<file path="config.mk">
export PLATFORM = sky130hd
export DESIGN_NAME = vga_frame_sync_writer
export DESIGN_NICKNAME = d
export VERILOG_FILES = /design/src/rtl/vga_frame_sync_writer.sv
export SDC_FILE = /design/constraint.sdc
export NUM_CORES = 1
export LEC_CHECK = 0
export ABC_AREA = 1
export CORE_ASPECT_RATIO = 1.1
export CORE_MARGIN = 2
export CORE_UTILIZATION = 33
export CTS_CLUSTER_SIZE = 12
export DETAILED_ROUTE_END_ITERATION = 10
export GPL_TIMING_DRIVEN = 0
export PLACE_DENSITY = 0.63
export RECOVER_POWER = 50
export SYNTH_ARGS = -nofsm -noshare
export SYNTH_HDL_FRONTEND = slang
export SYNTH_SLANG_ARGS = --single-unit
</file>
<file path="constraint.sdc">
create_clock -name iClk_50 -period 4.23 [get_ports iClk_50]
set_input_delay 0.6345 -clock iClk_50 [delete_from_list [all_inputs] [get_ports iClk_50]]
set_output_delay 0.6345 -clock iClk_50 [all_outputs]
set_load 0.02 [all_outputs]
</file>
<file path="src/rtl/vga_frame_sync_writer.sv">
// Buffers CPU quadrant-colour writes in a small FIFO and replays them to the
// quadrant registers either at the next VSync fall (deferred) or at once (immediate).
//
// state | meaning
// IDLE  | waiting for entries plus a trigger (immediate mode or a VSync fall)
// DRAIN | popping the snapshot of entries taken on entry, one per cycle
module vga_frame_sync_writer #(
  parameter int DEPTH = 4
) (
  input  logic                     iClk_50,
  input  logic                     nRst,
  input  logic                     iWrite,
  input  logic [31:0]              iAddr,
  input  logic [31:0]              iData,
  input  logic                     iVSync,
  output logic                     oWrite,
  output logic [31:0]              oAddr,
  output logic [31:0]              oCR,
  output logic                     oFull,
  output logic [$clog2(DEPTH):0]   oCount,
  output logic                     oDrop
);

  localparam int AW = $clog2(DEPTH);
  localparam int CW = AW + 1;
  localparam logic [CW-1:0] DEPTH_C = CW'(DEPTH);

  typedef enum logic {IDLE, DRAIN} state_t;

  state_t          state_q, state_d;
  logic [AW-1:0]   wr_ptr_q, wr_ptr_d, rd_ptr_q, rd_ptr_d;
  logic [CW-1:0]   count_q, count_d, remain_q, remain_d;
  logic            mode_q, mode_d;
  logic            s1_q, s2_q, hist_q;
  logic            drop_q, drop_d;
  logic            owr_q, owr_d;
  logic [1:0]      oaddr_q, oaddr_d;
  logic [31:0]     ocr_q, ocr_d;
  logic [33:0]     mem_q [DEPTH];
  logic            fall, pop, push, quad_wr;
  logic            unused_addr;

  assign unused_addr = ^iAddr[31:3];

  // State register
  always_ff @(posedge iClk_50 or negedge nRst) begin
    if (!nRst) begin
      state_q  <= IDLE;
      remain_q <= '0;
    end else begin
      state_q  <= state_d;
      remain_q <= remain_d;
    end
  end

  // Next-state: the drain length is frozen on entry so late pushes wait
  always_comb begin
    state_d  = state_q;
    remain_d = remain_q;
    case (state_q)
      IDLE: begin
        if (count_q != '0 && (mode_q || fall)) begin
          state_d  = DRAIN;
          remain_d = count_q;
        end
      end
      DRAIN: begin
        remain_d = remain_q - CW'(1);
        if (remain_q == CW'(1)) state_d = IDLE;
      end
      default: state_d = IDLE;
    endcase
  end

  // FSM output
  always_comb begin
    pop = (state_q == DRAIN);
  end

  assign fall = hist_q & ~s2_q;

  always_comb begin
    quad_wr  = iWrite & ~iAddr[2];
    push     = quad_wr & ((count_q != DEPTH_C) | pop);
    drop_d   = quad_wr & ~push;
    mode_d   = (iWrite && iAddr[2]) ? iData[0] : mode_q;
    wr_ptr_d = push ? wr_ptr_q + AW'(1) : wr_ptr_q;
    rd_ptr_d = pop ? rd_ptr_q + AW'(1) : rd_ptr_q;
    case ({push, pop})
      2'b10:   count_d = count_q + CW'(1);
      2'b01:   count_d = count_q - CW'(1);
      default: count_d = count_q;
    endcase
    owr_d   = pop;
    oaddr_d = pop ? mem_q[rd_ptr_q][33:32] : 2'b00;
    ocr_d   = pop ? mem_q[rd_ptr_q][31:0] : 32'h0;
  end

  always_ff @(posedge iClk_50 or negedge nRst) begin
    if (!nRst) begin
      s1_q     <= 1'b1;
      s2_q     <= 1'b1;
      hist_q   <= 1'b1;
      wr_ptr_q <= '0;
      rd_ptr_q <= '0;
      count_q  <= '0;
      mode_q   <= 1'b0;
      drop_q   <= 1'b0;
      owr_q    <= 1'b0;
      oaddr_q  <= 2'b00;
      ocr_q    <= 32'h0;
    end else begin
      s1_q     <= iVSync;
      s2_q     <= s1_q;
      hist_q   <= s2_q;
      wr_ptr_q <= wr_ptr_d;
      rd_ptr_q <= rd_ptr_d;
      count_q  <= count_d;
      mode_q   <= mode_d;
      drop_q   <= drop_d;
      owr_q    <= owr_d;
      oaddr_q  <= oaddr_d;
      ocr_q    <= ocr_d;
    end
  end

  // Storage needs no reset; occupancy is tracked by the pointers and count
  always_ff @(posedge iClk_50) begin
    if (push) mem_q[wr_ptr_q] <= {iAddr[1:0], iData};
  end

  assign oWrite = owr_q;
  assign oAddr  = {30'b0, oaddr_q};
  assign oCR    = ocr_q;
  assign oFull  = (count_q == DEPTH_C);
  assign oCount = count_q;
  assign oDrop  = drop_q;

endmodule

</file>
==> results of run 1 <==
==> per-layer routing <==
layer  GRT usage  vias up
li1            -     2138
met1       0.159     2072
met2       0.240      119
met3      0.0335       21
met4      0.0539        2
met5           0        -
==> cell type report <==
type                    count  area, sq um  area share
clock buffers              19          443      0.0483
flip-flops and latches    187         5360       0.585
plain buffers              57          379      0.0414
multi-input cells         330         1530       0.167
diodes                      1         2.50    0.000273
repair buffers             83          881      0.0961
clock inverters            13          130      0.0142
well taps                 290          363      0.0396
inverters                  20         77.6     0.00846
==> through the flow <==
step | total power, uW | hold slack [ps]
after detailed placement | 4740 | 347
after global placement | 4680 | 347
after floorplan | 3820 | 339
after CTS | 6280 | 159
after global routing | 6570 | 360
final | 6180 | 356
==> kinds of logic (layout without fill, tap and decap cells) <==
family	Yosys count	count (layout)	synth area share
DFF	187	187	0.742
and+or+nand+nor	180	180	0.0968
AOI/OAI and AO/OA	109	109	0.0769
buffers and inverters	77	192	0.0653
adders and majority gates	7	7	0.0132
xor gates and xnor gates	4	4	0.00485
other	1	31	0.000519
==> state kept, by name (all words and copies together) (netlist names), 2 cells and up <==
signal,count
mem_q,136
oCR,32
oCount,3
remain_q,3
oaddr_q,2
rd_ptr_q,2
wr_ptr_q,2
==> worst min path at each step <==
stage / startpoint / to / slack, ps / depth (start not counted)
global route: s1_q / s2_q / 360 / 0
global placement: s1_q / s2_q / 350 / 0
CTS: nRst / oCR[29] / 160 / 1
finish: nRst / oCR[26] / 360 / 1
detailed placement: s1_q / s2_q / 350 / 0
floorplan: nRst / mode_q / 340 / 0
==> cells in the final DEF, fill, tap and decap left out, types with 2 or more instances in the layout <==
cell | Yosys | layout
dfrtp_1 | 48 | 48
edfxtp_1 | 136 | 136
buf_2 | 11 | 8
nand4_1 | 2 | 2
buf_16 | 0 | 3
ha_1 | 6 | 6
clkbuf_2 | 4 | 4
buf_4 | 35 | 34
nand3_1 | 10 | 10
nor2_4 | 0 | 4
o21ai_0 | 55 | 55
inv_1 | 17 | 18
nor2_1 | 144 | 140
clkdlybuf4s50_1 | 0 | 42
buf_6 | 4 | 3
clkinvlp_4 | 0 | 3
nand2_1 | 21 | 21
conb_1 | 1 | 30
xor2_1 | 4 | 4
dfstp_2 | 3 | 3
clkbuf_1 | 3 | 11
a21oi_1 | 36 | 36
inv_6 | 0 | 6
dlygate4sd3_1 | 0 | 35
o21ai_1 | 14 | 14
clkbuf_16 | 0 | 17
==> power groups by stage <==
stage	clock [uW]	combinational [uW]	sequential, uW
2_1_floorplan	0	1110	2710
3_3_place_gp	0	2180	2500
3_5_place_dp	0	2250	2490
4_1_cts	1560	2260	2460
5_1_grt	1630	2450	2490
6_report	1530	2200	2450
==> results.yml, run 1 <==
clock_network:
  cts_buffer_depth: 2
  cts_sinks: 187
  cts_tree: "built"
  cts-root-buf: "clkbuf_16"
  numCtsBuffers: 17
  clk_latency_ps: 430
  htreeDepth: 4
  path_clk_slew_ps: 70
  cts_hold_buffers: 0
  postCtsResizedCells: 0
  post_cts_buffers: 0
die:
  ios: 138
  fp.coreArea_sq_um: 21400
  rows: 56
  initial_core_util: 0.337
  dieWidth_microns: 145
  dieArea_sq_um: 23100
  die_h_microns: 159
sta:
  finalWorstSetupSlack_ps: 1440
  finalCritPeriodShare: 0.660
  timing.slew.headroom: -0.351
  rsz0062_at_grt: "no"
  skew_ps: 9.62
  setup_viol: 0
  period_needed_ps: 2790
  max_freq_ghz: 0.358
  hold_violations: 0
  drv_slew: 37
  tns_ps: 0
  worst_slew_pin_slew_ps: 2030
detailed_routing:
  num_vias: 4352
  drtAntennaViolNets: 0
  viasPerCell: 4.35
  drc: 0
  drt_first_pass_iters: 4
  initialDrtViolationCount: 286
  wl_met2_mm: 7.61
  wl_met3_microns: 815
  drt-met1-wl_mm: 6.49
  highest-signal-layer: "met5"
  wl_per_cell_microns: 15.2
  drt-total-wl_mm: 15.2
global_route:
  grt_pass1_wl_mm: 24.0
  gr-usage-all-layers: 0.136
  antenna_found_initial: 2
  grt_pass1_vias: 4429
  grt_start_max_net_pins: 37
  grt.overflow.total: 0
place:
  portBuffers: 78
  pre_cts_slack_ps: 1400
  gp_congestion: 0.708
  placed_cells: 967
  dpl-instance-area_sq_um: 8620
  dp_hpwl_mm: 9.96
synth:
  syn_area_per_cell_sq_um: 12.8
  syn-instance-count: 565
  synth_ff_type: "edfxtp_1"
  synth-edff-count: 136
  ys_seq_area_frac: 0.742
  syn_area_sq_um: 7220
  synthDistinctLibCells: 29
  netlist.area_leader.share: 0.565
  synth_commonest_cells: "nor2_1 (144), edfxtp_1 (136), o21ai_0 (55)"
  synth_area_leaders: "edfxtp_1 (57%), dfrtp_1 (17%), nor2_1 (7.5%), o21ai_0 (3.8%), buf_4 (3.6%)"
  yosys_warnings: 0
  synth_most_common_cell: "nor2_1"
  synth_top_cell_by_area: "edfxtp_1"
  synth_async_sr_flop_share: 0.273
  synth-seq-cells: 187
critical_path:
  cp.arrival_ps: 2920
  cp_slowest_stage_delay_ps: 1510
  crit_path_max_fanout: 36
  r2r_end: "mem_q[3][16]"
  cp-endpoint: "remain_q[1]"
  endpoint_kind: "asynchronous set/reset pin"
  slowest_stage: "clkbuf_1"
  crit_required_ps: 4360
  criticalPathCategory: "in2async"
  cp.buffers_inverters: 2
  crit_path_start: "nRst"
  start_kind: "primary input"
  cpMostUsedCell: "clkbuf_1"
  cp.depth: 2
  cp_top_family: "buffers and inverters"
  path_cells: "clkbuf_1 -> clkbuf_1"
  rrSetupSlack_ps: 1960
  reg2regPathDepth: 6
  r2r_start: "owr_d"
power:
  power.switching_uw: 2150
  swShare: 0.348
  powerDensity_nw_per_um2: 674
  pwr-share-comb: 0.356
  share_seq_of_total_power: 0.397
  intPower_uw: 4030
  ir_drop_mv: 0.335
  leakagePower_uw: 0.00347
  pwr-share-clk: 0.248
finish:
  fin_cells: 1000
  n_fill_cell: 2022
  nNetsFinal: 771
  final_core_util: 0.428
  final_cell_area_sq_um: 9170
  area_growth_pct: 26.9
  final_layout_size_suffix_gt1_frac: 0.135
worst_hold_path:
  hold_path.class: "in2async"
status:
  status: "finished with violations"
  violations: "capacitance limit, slew limit"
run:
  maxCapViolations: 1
No activity file was read; power rests on OpenSTA's default activity.
==> run 2: changes to the inputs <==
clock period = 2.6 ns   (was 4.23 ns; I/O delays follow)
==> run 2 against run 1 <==
The flow now finishes without violations. Critical path depth grew 4. Largest cell class unchanged. Register-to-register slack worse by 1600 ps. Critical endpoint is now mem_q[2][4]. Hold slack about the same.
==> results.yml, run 2 (same netlist as run 1, synthesis figures left out) <==
sta:
  rsz0062_at_grt: "no"
  finalWorstSetupSlack_ps: 341
  setup_viol: 0
  skew_ps: 25.1
  timing.slew.headroom: 0.250
  worst_slew_pin_slew_ps: 1130
  hold_violations: 0
  drv_slew: 0
  finalCritPeriodShare: 0.869
  max_freq_ghz: 0.443
  period_needed_ps: 2260
clock_network:
  cts_buffer_depth: 2
  post_cts_buffers: 0
  numCtsBuffers: 17
  clk_latency_ps: 430
  htreeDepth: 4
  cts_sinks: 187
  cts-root-buf: "clkbuf_16"
  path_clk_slew_ps: 60
  cts_tree: "built"
global_route:
  grt_pass1_vias: 4432
  grt.overflow.total: 0
  grt_start_max_net_pins: 37
  grt_pass1_wl_mm: 24.0
  gr-usage-all-layers: 0.136
  antenna_found_initial: 2
critical_path:
  crit_path_max_fanout: 18
  criticalPathCategory: "in2reg"
  path_cells: "clkdlybuf4s50_1 -> inv_1 -> nor2_1 -> nand2_1 -> nor2_4 -> buf_16"
  start_kind: "primary input"
  cp.arrival_ps: 2390
  crit_required_ps: 2730
  slowest_stage: "nor2_4"
  endpoint_kind: "register"
  cp_slowest_stage_delay_ps: 620
power:
  pwr-share-clk: 0.248
  swShare: 0.347
  pwr-share-comb: 0.356
  share_seq_of_total_power: 0.397
  intPower_uw: 6560
  leakagePower_uw: 0.00349
  ir_drop_mv: 0.541
  powerDensity_nw_per_um2: 1090
  power.switching_uw: 3490
  total_power_uw: 10100
run:
  maxCapViolations: 0
finish:
  final_cell_area_sq_um: 9190
  largest_reg_flops: 136
  top_register: "mem_q"
  final_common_cell: "nor2_1"
  most-common-layout-cells: "nor2_1 (140), edfxtp_1 (136), o21ai_0 (55)"
  final_core_util: 0.429
  nNetsFinal: 772
  final_layout_size_suffix_gt1_frac: 0.137
  area_growth_pct: 27.2
detailed_routing:
  drt_first_pass_iters: 4
  initialDrtViolationCount: 298
  drt-total-wl_mm: 15.2
  num_vias: 4358
  drtAntennaViolNets: 0
  wl_per_cell_microns: 15.2
  drc: 0
  viasPerCell: 4.35
die:
  dieArea_sq_um: 23100
  die_h_microns: 159
  dieWidth_microns: 145
  fp.coreArea_sq_um: 21400
  initial_core_util: 0.337
  ios: 138
  rows: 56
worst_hold_path:
  hold_path.class: "reg2reg"
place:
  pre_cts_slack_ps: 13.5
  portBuffers: 78
  dpl-instance-area_sq_um: 8620
  gp_congestion: 0.708
  dp_hpwl_mm: 9.96
status:
  status: "finished, final reports clean"
[run 2: changes by cell type in the layout (fill, tap and decap cells not counted)]
cell	previous run	this run
nand2_2	1	0
buf_2	8	9
nand2_1	21	22
clkbuf_1	11	9
dlygate4sd3_1	35	36
buf_12	1	2
[run 2: routing by layer]
layer | global-route usage | wire, microns
met1 | 0.159 | 6450
met3 | 0.0335 | 770
met4 | 0.0539 | 169
met5 | 0 | 7
met2 | 0.240 | 7790
[run 2: worst max-delay path, delay by kind of cell]
kind | cells | cell delay [ps]
AND/OR/NAND/NOR | 3 | 1120
buffers and inverters | 3 | 840
[run 2: repair_timing]
item / 4_1_cts / 5_1_grt
hold buffers: 1 / 0
hold endpoints to repair: 15 / 0
gates resized for setup: 0 / 0
[run 2: metrics by stage]
step                      hold WS, ps  setup TNS (ps)  instances
after CTS                         357               0       1000
after global placement            347         -282960        962
final                             356               0       1001
after global routing              360               0       1001
after detailed placement          347               0        967
after floorplan                  94.4          -12440        594
[run 2: final timing paths]
kind | start | slack, ps | to | cells after the start
setup / recovery | iWrite | 340 | mem_q[2][4] | 6
hold / removal | s1_q | 360 | s2_q | 0
setup reg to reg | owr_d | 410 | mem_q[2][4] | 6
hold reg to reg | s1_q | 360 | s2_q | 0
max in group asynchronous | nRst | 1070 | s1_q | 3
min in group asynchronous | nRst | 700 | oCR[26] | 2
[run 2: final cells by class]
type | count | area (sq um)
Multi-Input combinational cell | 330 | 1530
Inverter | 20 | 77.6
Fill cell | 2018 | 12200
Clock buffer | 19 | 443
Tap cell | 290 | 363
Buffer | 57 | 380
Antenna cell | 1 | 2.50
Timing Repair Buffer | 84 | 907
Clock inverter | 13 | 130
Sequential cell | 187 | 5360
[run 2: power groups by stage]
stage | Combinational, uW | Clock, uW | Sequential [uW]
floorplan | 1810 | 0 | 4410
global placement | 3540 | 0 | 4070
CTS | 3680 | 2540 | 4000
global route | 3990 | 2650 | 4050
finish | 3580 | 2490 | 3990
detailed placement | 3660 | 0 | 4050
